File: src/rtl/pdl_pkg.sv
// Shared types and constants for the PDL pointer unit.
// Holds the default pointer width, the address type and the reset-limit helper.
package pdl_pkg;

  localparam int PDL_PTR_W = 10;

  typedef logic [PDL_PTR_W-1:0] pdl_addr_t;

  // All-ones value of the given width, used as the power-on limit.
  function automatic logic [31:0] pdl_lim_reset(input int unsigned w);
    if (w >= 32'd32) begin
      pdl_lim_reset = 32'hFFFF_FFFF;
    end else begin
      pdl_lim_reset = (32'd1 << w) - 32'd1;
    end
  endfunction

endpackage

File: src/rtl/pdl_pointer_unit_if.sv
// Bus bundle between the micro-sequencer and the PDL pointer unit.
// The master drives phases and controls; the slave returns registers, strobes and flags.
import pdl_pkg::*;

interface pdl_pointer_unit_if #(
  parameter int PTR_W = PDL_PTR_W
);
  logic             state_alu;
  logic             state_write;
  logic             state_fetch;
  logic             state_read;
  logic [31:0]      ob;
  logic             destpdlp;
  logic             destpdlx;
  logic             destpdll;
  logic             destpdlc;
  logic             pdlcnt;
  logic             srcpdlpop;
  logic             srcpdlidx;
  logic             srcpdlptr;
  logic             srcpdlidxinc;
  logic [PTR_W-1:0] pdlptr;
  logic [PTR_W-1:0] pdlidx;
  logic [PTR_W-1:0] pdllim;
  logic             pidrive;
  logic             ppdrive;
  logic             pdl_ovf;
  logic             pdl_unf;
  logic             pdl_trap;

  modport master (
    output state_alu, state_write, state_fetch, state_read, ob,
           destpdlp, destpdlx, destpdll, destpdlc, pdlcnt,
           srcpdlpop, srcpdlidx, srcpdlptr, srcpdlidxinc,
    input  pdlptr, pdlidx, pdllim, pidrive, ppdrive, pdl_ovf, pdl_unf, pdl_trap
  );

  modport slave (
    input  state_alu, state_write, state_fetch, state_read, ob,
           destpdlp, destpdlx, destpdll, destpdlc, pdlcnt,
           srcpdlpop, srcpdlidx, srcpdlptr, srcpdlidxinc,
    output pdlptr, pdlidx, pdllim, pidrive, ppdrive, pdl_ovf, pdl_unf, pdl_trap
  );

endinterface

File: src/rtl/pdl_bound_check.sv
// Overflow/underflow detection on the pre-update pointer, with sticky flags
// and a registered one-cycle trap pulse on each fresh 0->1 flag transition.
import pdl_pkg::*;

module pdl_bound_check #(
  parameter int PTR_W = PDL_PTR_W
) (
  input  logic             clk,
  input  logic             reset,
  input  logic             i_push,
  input  logic             i_pop,
  input  logic             i_clr,
  input  logic [PTR_W-1:0] i_ptr,
  input  logic [PTR_W-1:0] i_lim,
  output logic             o_ovf,
  output logic             o_unf,
  output logic             o_trap
);

  logic w_set_ovf;
  logic w_set_unf;
  logic r_ovf;
  logic r_unf;
  logic r_trap;

  assign w_set_ovf = i_push & (i_ptr == i_lim);
  assign w_set_unf = i_pop & (i_ptr == {PTR_W{1'b0}});

  // A set in the same cycle as a clear wins; a set on an already-set flag does not pulse.
  always_ff @(posedge clk) begin
    if (reset) begin
      r_ovf  <= 1'b0;
      r_unf  <= 1'b0;
      r_trap <= 1'b0;
    end else begin
      r_ovf  <= w_set_ovf | (r_ovf & ~i_clr);
      r_unf  <= w_set_unf | (r_unf & ~i_clr);
      r_trap <= (w_set_ovf & ~r_ovf) | (w_set_unf & ~r_unf);
    end
  end

  assign o_ovf  = r_ovf;
  assign o_unf  = r_unf;
  assign o_trap = r_trap;

endmodule

File: src/rtl/pdl_pointer_unit.sv
// PDL pointer, index and limit registers with push/pop counting, optional
// index post-increment and bound checking; feeds the PDL RAM address mux.
import pdl_pkg::*;

module pdl_pointer_unit #(
  parameter int          PTR_W       = PDL_PTR_W,
  parameter int          IDX_AUTOINC = 1,
  parameter logic [31:0] LIM_RESET   = pdl_lim_reset(PTR_W)
) (
  input  logic                clk,
  input  logic                reset,
  pdl_pointer_unit_if.slave   bus
);

  logic [PTR_W-1:0] r_ptr;
  logic [PTR_W-1:0] r_idx;
  logic [PTR_W-1:0] r_lim;
  logic [PTR_W-1:0] w_ob;
  logic [PTR_W-1:0] w_one;
  logic             w_drive_phase;
  logic             w_push;
  logic             w_pop;
  logic             w_ptr_load;
  logic             w_idx_load;
  logic             w_idx_inc;
  logic             w_lim_load;
  logic             w_clr;

  assign w_ob          = bus.ob[PTR_W-1:0];
  assign w_one         = {{(PTR_W-1){1'b0}}, 1'b1};
  assign w_drive_phase = bus.state_alu | bus.state_write | bus.state_fetch;

  assign w_push     = bus.state_read & bus.pdlcnt & ~bus.srcpdlpop & ~bus.destpdlp;
  assign w_ptr_load = bus.state_fetch & bus.destpdlp;
  // A pointer load in fetch suppresses the pop that would otherwise happen.
  assign w_pop      = bus.state_fetch & ~bus.destpdlp & bus.pdlcnt & bus.srcpdlpop;
  assign w_idx_load = bus.state_write & bus.destpdlx;
  assign w_idx_inc  = (IDX_AUTOINC != 0) & bus.state_fetch & bus.srcpdlidx & bus.srcpdlidxinc;
  assign w_lim_load = bus.state_write & bus.destpdll;
  assign w_clr      = bus.state_write & bus.destpdlc;

  always_ff @(posedge clk) begin
    if (reset) begin
      r_ptr <= {PTR_W{1'b0}};
      r_idx <= {PTR_W{1'b0}};
      r_lim <= LIM_RESET[PTR_W-1:0];
    end else begin
      if (w_ptr_load) begin
        r_ptr <= w_ob;
      end else if (w_push) begin
        r_ptr <= r_ptr + w_one;
      end else if (w_pop) begin
        r_ptr <= r_ptr - w_one;
      end else begin
        r_ptr <= r_ptr;
      end

      if (w_idx_load) begin
        r_idx <= w_ob;
      end else if (w_idx_inc) begin
        r_idx <= r_idx + w_one;
      end else begin
        r_idx <= r_idx;
      end

      if (w_lim_load) begin
        r_lim <= w_ob;
      end else begin
        r_lim <= r_lim;
      end
    end
  end

  pdl_bound_check #(
    .PTR_W (PTR_W)
  ) u_bound_check (
    .clk    (clk),
    .reset  (reset),
    .i_push (w_push),
    .i_pop  (w_pop),
    .i_clr  (w_clr),
    .i_ptr  (r_ptr),
    .i_lim  (r_lim),
    .o_ovf  (bus.pdl_ovf),
    .o_unf  (bus.pdl_unf),
    .o_trap (bus.pdl_trap)
  );

  assign bus.pdlptr  = r_ptr;
  assign bus.pdlidx  = r_idx;
  assign bus.pdllim  = r_lim;
  assign bus.pidrive = bus.srcpdlidx & w_drive_phase;
  assign bus.ppdrive = bus.srcpdlptr & w_drive_phase;

endmodule

File: src/flat_wrapper.sv
// flat-port wrapper written by rule: the top's interface ports become plain ports
module pdl_pointer_unit_flat 
#(
  parameter int          PTR_W       = PDL_PTR_W,
  parameter int          IDX_AUTOINC = 1,
  parameter logic [31:0] LIM_RESET   = pdl_lim_reset(PTR_W)
)
  (clk, reset, bus_state_alu, bus_state_write, bus_state_fetch, bus_state_read, bus_ob, bus_destpdlp, bus_destpdlx, bus_destpdll, bus_destpdlc, bus_pdlcnt, bus_srcpdlpop, bus_srcpdlidx, bus_srcpdlptr, bus_srcpdlidxinc, bus_pdlptr, bus_pdlidx, bus_pdllim, bus_pidrive, bus_ppdrive, bus_pdl_ovf, bus_pdl_unf, bus_pdl_trap);
  pdl_pointer_unit_if #(.PTR_W(PTR_W)) bus_i ();
  input  logic clk;
  input  logic reset;
  input wire logic [$bits(bus_i.state_alu)-1:0] bus_state_alu;
  input wire logic [$bits(bus_i.state_write)-1:0] bus_state_write;
  input wire logic [$bits(bus_i.state_fetch)-1:0] bus_state_fetch;
  input wire logic [$bits(bus_i.state_read)-1:0] bus_state_read;
  input wire logic [$bits(bus_i.ob)-1:0] bus_ob;
  input wire logic [$bits(bus_i.destpdlp)-1:0] bus_destpdlp;
  input wire logic [$bits(bus_i.destpdlx)-1:0] bus_destpdlx;
  input wire logic [$bits(bus_i.destpdll)-1:0] bus_destpdll;
  input wire logic [$bits(bus_i.destpdlc)-1:0] bus_destpdlc;
  input wire logic [$bits(bus_i.pdlcnt)-1:0] bus_pdlcnt;
  input wire logic [$bits(bus_i.srcpdlpop)-1:0] bus_srcpdlpop;
  input wire logic [$bits(bus_i.srcpdlidx)-1:0] bus_srcpdlidx;
  input wire logic [$bits(bus_i.srcpdlptr)-1:0] bus_srcpdlptr;
  input wire logic [$bits(bus_i.srcpdlidxinc)-1:0] bus_srcpdlidxinc;
  output wire logic [$bits(bus_i.pdlptr)-1:0] bus_pdlptr;
  output wire logic [$bits(bus_i.pdlidx)-1:0] bus_pdlidx;
  output wire logic [$bits(bus_i.pdllim)-1:0] bus_pdllim;
  output wire logic [$bits(bus_i.pidrive)-1:0] bus_pidrive;
  output wire logic [$bits(bus_i.ppdrive)-1:0] bus_ppdrive;
  output wire logic [$bits(bus_i.pdl_ovf)-1:0] bus_pdl_ovf;
  output wire logic [$bits(bus_i.pdl_unf)-1:0] bus_pdl_unf;
  output wire logic [$bits(bus_i.pdl_trap)-1:0] bus_pdl_trap;
  assign bus_i.state_alu = bus_state_alu;
  assign bus_i.state_write = bus_state_write;
  assign bus_i.state_fetch = bus_state_fetch;
  assign bus_i.state_read = bus_state_read;
  assign bus_i.ob = bus_ob;
  assign bus_i.destpdlp = bus_destpdlp;
  assign bus_i.destpdlx = bus_destpdlx;
  assign bus_i.destpdll = bus_destpdll;
  assign bus_i.destpdlc = bus_destpdlc;
  assign bus_i.pdlcnt = bus_pdlcnt;
  assign bus_i.srcpdlpop = bus_srcpdlpop;
  assign bus_i.srcpdlidx = bus_srcpdlidx;
  assign bus_i.srcpdlptr = bus_srcpdlptr;
  assign bus_i.srcpdlidxinc = bus_srcpdlidxinc;
  assign bus_pdlptr = bus_i.pdlptr;
  assign bus_pdlidx = bus_i.pdlidx;
  assign bus_pdllim = bus_i.pdllim;
  assign bus_pidrive = bus_i.pidrive;
  assign bus_ppdrive = bus_i.ppdrive;
  assign bus_pdl_ovf = bus_i.pdl_ovf;
  assign bus_pdl_unf = bus_i.pdl_unf;
  assign bus_pdl_trap = bus_i.pdl_trap;
  pdl_pointer_unit #(.PTR_W(PTR_W), .IDX_AUTOINC(IDX_AUTOINC), .LIM_RESET(LIM_RESET)) u_core (.clk(clk), .reset(reset), .bus(bus_i));
endmodule
File: config.mk
export PLATFORM = sky130hd
export DESIGN_NAME = pdl_pointer_unit_flat
export DESIGN_NICKNAME = d
export VERILOG_FILES = /design/src/rtl/pdl_pkg.sv /design/src/rtl/pdl_pointer_unit_if.sv /design/src/rtl/pdl_bound_check.sv /design/src/rtl/pdl_pointer_unit.sv /design/src/flat_wrapper.sv
export SDC_FILE = /design/constraint.sdc
export NUM_CORES = 1
export LEC_CHECK = 0
export CAP_MARGIN = 20
export CORE_AREA = 5 5 54 104
export CTS_CLUSTER_DIAMETER = 200
export DETAILED_ROUTE_END_ITERATION = 8
export DIE_AREA = 0 0 59 109
export PLACE_DENSITY = 0.78
export SYNTH_ARGS = -nofsm -noshare
export SYNTH_HDL_FRONTEND = slang
export SYNTH_SLANG_ARGS = --single-unit
File: constraint.sdc
create_clock -name clk -period 3.4 [get_ports clk]
set_clock_uncertainty 0.05 [all_clocks]
set_input_delay 0.85 -clock clk [delete_from_list [all_inputs] [get_ports clk]]
set_output_delay 0.85 -clock clk [all_outputs]
set_load 0.01 [all_outputs]
==> results of run 1 <==
## cell type report
type	instances	area (sq um)
Clock inverter	3	17.52
Tap cell	57	71.32
Inverter	4	15.01
Clock buffer	5	68.82
Sequential cell	33	660.6
Fill cell	453	2013
Multi-Input combinational cell	183	1262
Timing Repair Buffer	69	665.6
## worst max path at each step
stage | startpoint | endpoint | slack [ns] | cells after the start
global placement | bus_destpdlp | u_core.bus.pdlptr[9] | 0.04 | 9
global route | bus_destpdlp | u_core.bus.pdlptr[9] | 0.15 | 9
detailed placement | bus_destpdlp | u_core.bus.pdlptr[9] | 0.004 | 9
floorplan | bus_destpdlp | u_core.bus.pdlptr[9] | 0.49 | 8
CTS | bus_destpdlp | u_core.bus.pdlptr[9] | 0.30 | 9
finish | bus_destpdlp | u_core.bus.pdlptr[9] | 0.31 | 9
## Yosys cell counts (all sizes together) (2+ instances only)
| master | count |
|---|---|
| a211o | 10 |
| a211oi | 9 |
| a21o | 4 |
| a21oi | 10 |
| a221oi | 4 |
| a22oi | 5 |
| and2 | 4 |
| and3 | 13 |
| buf | 3 |
| clkbuf | 6 |
| dfxtp | 33 |
| ha | 9 |
| inv | 4 |
| nand2 | 18 |
| nand3 | 10 |
| nand4 | 4 |
| nor2 | 22 |
| nor2b | 4 |
| nor3 | 3 |
| nor4 | 2 |
| o211ai | 2 |
| o21a | 3 |
| o21ai | 4 |
| or3 | 4 |
| xnor2 | 13 |
| xor2 | 7 |
## placed cells by master (no fill, tap or decap), types with 2 or more instances in the layout
cell type,n
and2_1,4
o21ai_0,4
clkdlybuf4s50_1,59
o21a_1,3
nor2b_1,4
and3_1,13
nand3_1,9
a21o_1,4
a211o_1,10
a22oi_1,5
a21oi_1,10
clkbuf_8,5
a221oi_1,3
inv_1,4
nand2_1,18
a211oi_1,9
buf_4,10
ha_1,9
xor2_1,7
dfxtp_1,33
xnor2_1,13
nor3_1,3
nor4_1,2
nand4_1,4
nor2_1,21
or3_1,4
clkinv_2,2
o211ai_1,2
## sequential cells by signal, summed over array words and instances (netlist names)
signal and cells:
u_core.u_bound_check.o_unf 1, u_core.u_bound_check.o_trap 1, u_core.bus.pdlidx 10, u_core.bus.pdlptr 10, u_core.bus.pdllim 10, u_core.u_bound_check.o_ovf 1
## worst max-delay path: cells and delay by family
| kind | cells | cell delay (ns) |
|---|---|---|
| compound gates | 3 | 0.48 |
| fa+ha+maj | 1 | 0.28 |
| buf+inv | 2 | 0.68 |
| simple gates | 3 | 0.97 |
## metrics by stage
stage,power [mW],area [sq um]
6_report,1.052,2761
4_1_cts,1.058,2761
2_1_floorplan,0.6264,1972
5_1_grt,1.108,2761
3_3_place_gp,0.7626,2675
3_5_place_dp,0.7708,2675
## power groups by stage
stage / registers (mW) / clock network (mW) / logic, mW
final: 0.452 / 0.287 / 0.312
after floorplan: 0.463 / 0 / 0.163
after CTS: 0.452 / 0.293 / 0.313
after global placement: 0.460 / 0 / 0.303
after global routing: 0.456 / 0.309 / 0.343
after detailed placement: 0.460 / 0 / 0.310
## routing by layer
layer / up-vias / track usage [%]
li1: 989 / -
met4: 0 / 7.780
met5: - / 0
met3: 15 / 4.621
met2: 95 / 32.20
met1: 975 / 24.36
## logic make-up after synthesis
kind of cell / Yosys count
compound gates: 61
xor+xnor: 20
fa+ha+maj: 10
buf+inv: 13
flops: 33
mux: 2
simple gates: 90
==> flow_metrics.py, run 1 <==
metrics = {
    "outcome": {
        "outcome": "finished, final reports clean",
    },
    "sta": {
        "holdWs_ns": 0.4285,
        "worst_pin_slew_ns": 0.6158,
        "max-slew-margin-rel_pct": 58.85,
        "setup_ws_ns": 0.3149,
        "final_hold_viol_count": 0,
        "drv_slew": 0,
        "min_period_ns": 3.085,
        "finalSetupTns_ns": 0,
        "rsz0062_at_grt": "no",
        "fmax_mhz": 324.1,
        "finalCritPeriodShare_pct": 90.74,
        "finalSetupViolCount": 0,
    },
    "synth": {
        "syn_area_sq_um": 1972,
        "synth_top_cell_area_share_pct": 33.50,
        "syn-num-nets": 286,
        "ys_types": 48,
        "yosys.area_share.simple_pct": 24.05,
        "synth_seq_cells": 33,
        "postSynthCellCount": 229,
        "syn_avg_cell_area_sq_um": 8.611,
        "async_reset_ff_share_pct": 0,
        "yosys-mux-area-fraction_pct": 1.079,
        "yosys.area_share.adder_pct": 6.726,
        "ys.flop_type": "dfxtp_1",
        "yosys.area.top_type": "dfxtp_1",
        "ys_seq_area_share_pct": 33.50,
        "synth_top_family_by_area": "simple AND/OR/NAND/NOR gates",
        "synthTopCellsByArea": "dfxtp_1 34%, xnor2_1 5.8%, ha_1 5.7%, a211o_1 4.4%, and3_1 4.1%",
        "synth_xor_area_share_pct": 8.883,
        "yosys_warnings": 0,
        "synth_compound_area_share_pct": 23.29,
        "synth_edf_count": 0,
    },
    "pwr": {
        "clkPwrFrac_pct": 27.3,
        "pwr-share-seq_pct": 43.0,
        "ir_drop_mv": 0.2950,
        "swShare_pct": 31.02,
        "p_leak_nw": 1.059,
        "power.density_nw_per_um2": 380.8,
        "p_comb_share_pct": 29.7,
        "p_int_uw": 725.5,
        "p_sw_uw": 326.2,
    },
    "setup_path": {
        "reg2reg_depth": 7,
        "r2r_end": "u_core.bus.pdlptr[8]",
        "slowest_delay_ns": 0.53,
        "r2r-start": "u_core.bus.pdlptr[0]",
        "critPathSlowestCell": "or4b_1",
        "endpoint_kind": "register",
        "crit_arrival_ns": 3.24,
        "path_max_fanout": 5,
        "setup.worst_path.class": "in -> reg",
        "reg2reg_setup_slack_ns": 1.17,
        "cp.required_ns": 3.55,
        "start_kind": "primary input",
        "crit_chain": "clkdlybuf4s50_1 > and4bb_2 > inv_1 > ha_1 > and2_1 > a221oi_2 > a21oi_1 > or4b_1 > o221ai_1",
    },
    "clock_tree": {
        "cts.repair.resized": 0,
        "cts_sinks": 33,
        "clk_path_buf_depth": 2,
        "path_clk_slew_ns": 0.07,
        "holdBufCountCts": 0,
        "cts_htree_levels": 2,
        "numCtsBuffers": 5,
        "root_buffer": "clkbuf_8",
        "cts_setup_buffers": 0,
        "cts_tree": "yes",
        "clk_latency_ns": 0.29,
    },
    "floorplanning": {
        "die_w_um": 59,
        "rows": 36,
        "die_area_sq_um": 6431,
        "io_pins": 82,
        "start_util_pct": 41.30,
        "die_h_um": 109,
        "coreArea_sq_um": 4775,
    },
    "route": {
        "drtIter0Drc": 49,
        "wl_met3_um": 460,
        "drc": 0,
        "wl_met2_um": 2807,
        "drt.antenna.violating_nets": 0,
        "via_count": 2074,
        "route.top_layer_used": "met4",
        "via_per_inst": 5.859,
        "routed_wl_um": 5917,
        "avgRoutedWirePerCell_um": 16.71,
        "firstDrtPassIters": 4,
        "drt-met1-wl_um": 2490,
    },
    "global_routing": {
        "grt_use_total_pct": 19.68,
        "grt_pass1_wl_um": 9784,
        "grt_max_degree": 36,
        "grt.overflow.total": 0,
        "grt_pass1_vias": 2067,
        "antenna_found_initial": 0,
    },
    "final_layout": {
        "final_util_pct": 57.84,
        "nets": 353,
        "stdcell_count": 354,
        "diodes": 0,
        "drive_gt1_share_pct": 8.081,
        "area_growth_pct": 40.04,
    },
    "placement": {
        "place_ws_ns": 0.004458,
        "gp_congestion": 0.8493,
        "io_buffers": 59,
        "hpwl_um": 4579,
        "placed_cells": 346,
    },
    "flow_run": {
        "drv_cap": 0,
    },
    "worst_hold_path": {
        "worstHoldPathType": "reg -> reg",
        "hp-start": "u_core.u_bound_check.o_unf",
        "whs_endpoint": "u_core.u_bound_check.o_unf",
        "min_path_cells": 2,
    },
}
(Power assumes the default switching activity.)
==> run 2, diff against run 1 <==
--- a/config.mk
+++ b/config.mk
@@ -11,6 +11,7 @@
 export DETAILED_ROUTE_END_ITERATION = 8
 export DIE_AREA = 0 0 59 109
 export PLACE_DENSITY = 0.78
+export SLEW_MARGIN = 25
 export SYNTH_ARGS = -nofsm -noshare
 export SYNTH_HDL_FRONTEND = slang
 export SYNTH_SLANG_ARGS = --single-unit
==> results of run 2 <==
The final DEF is identical to that of run 1; final timing and power are the same.
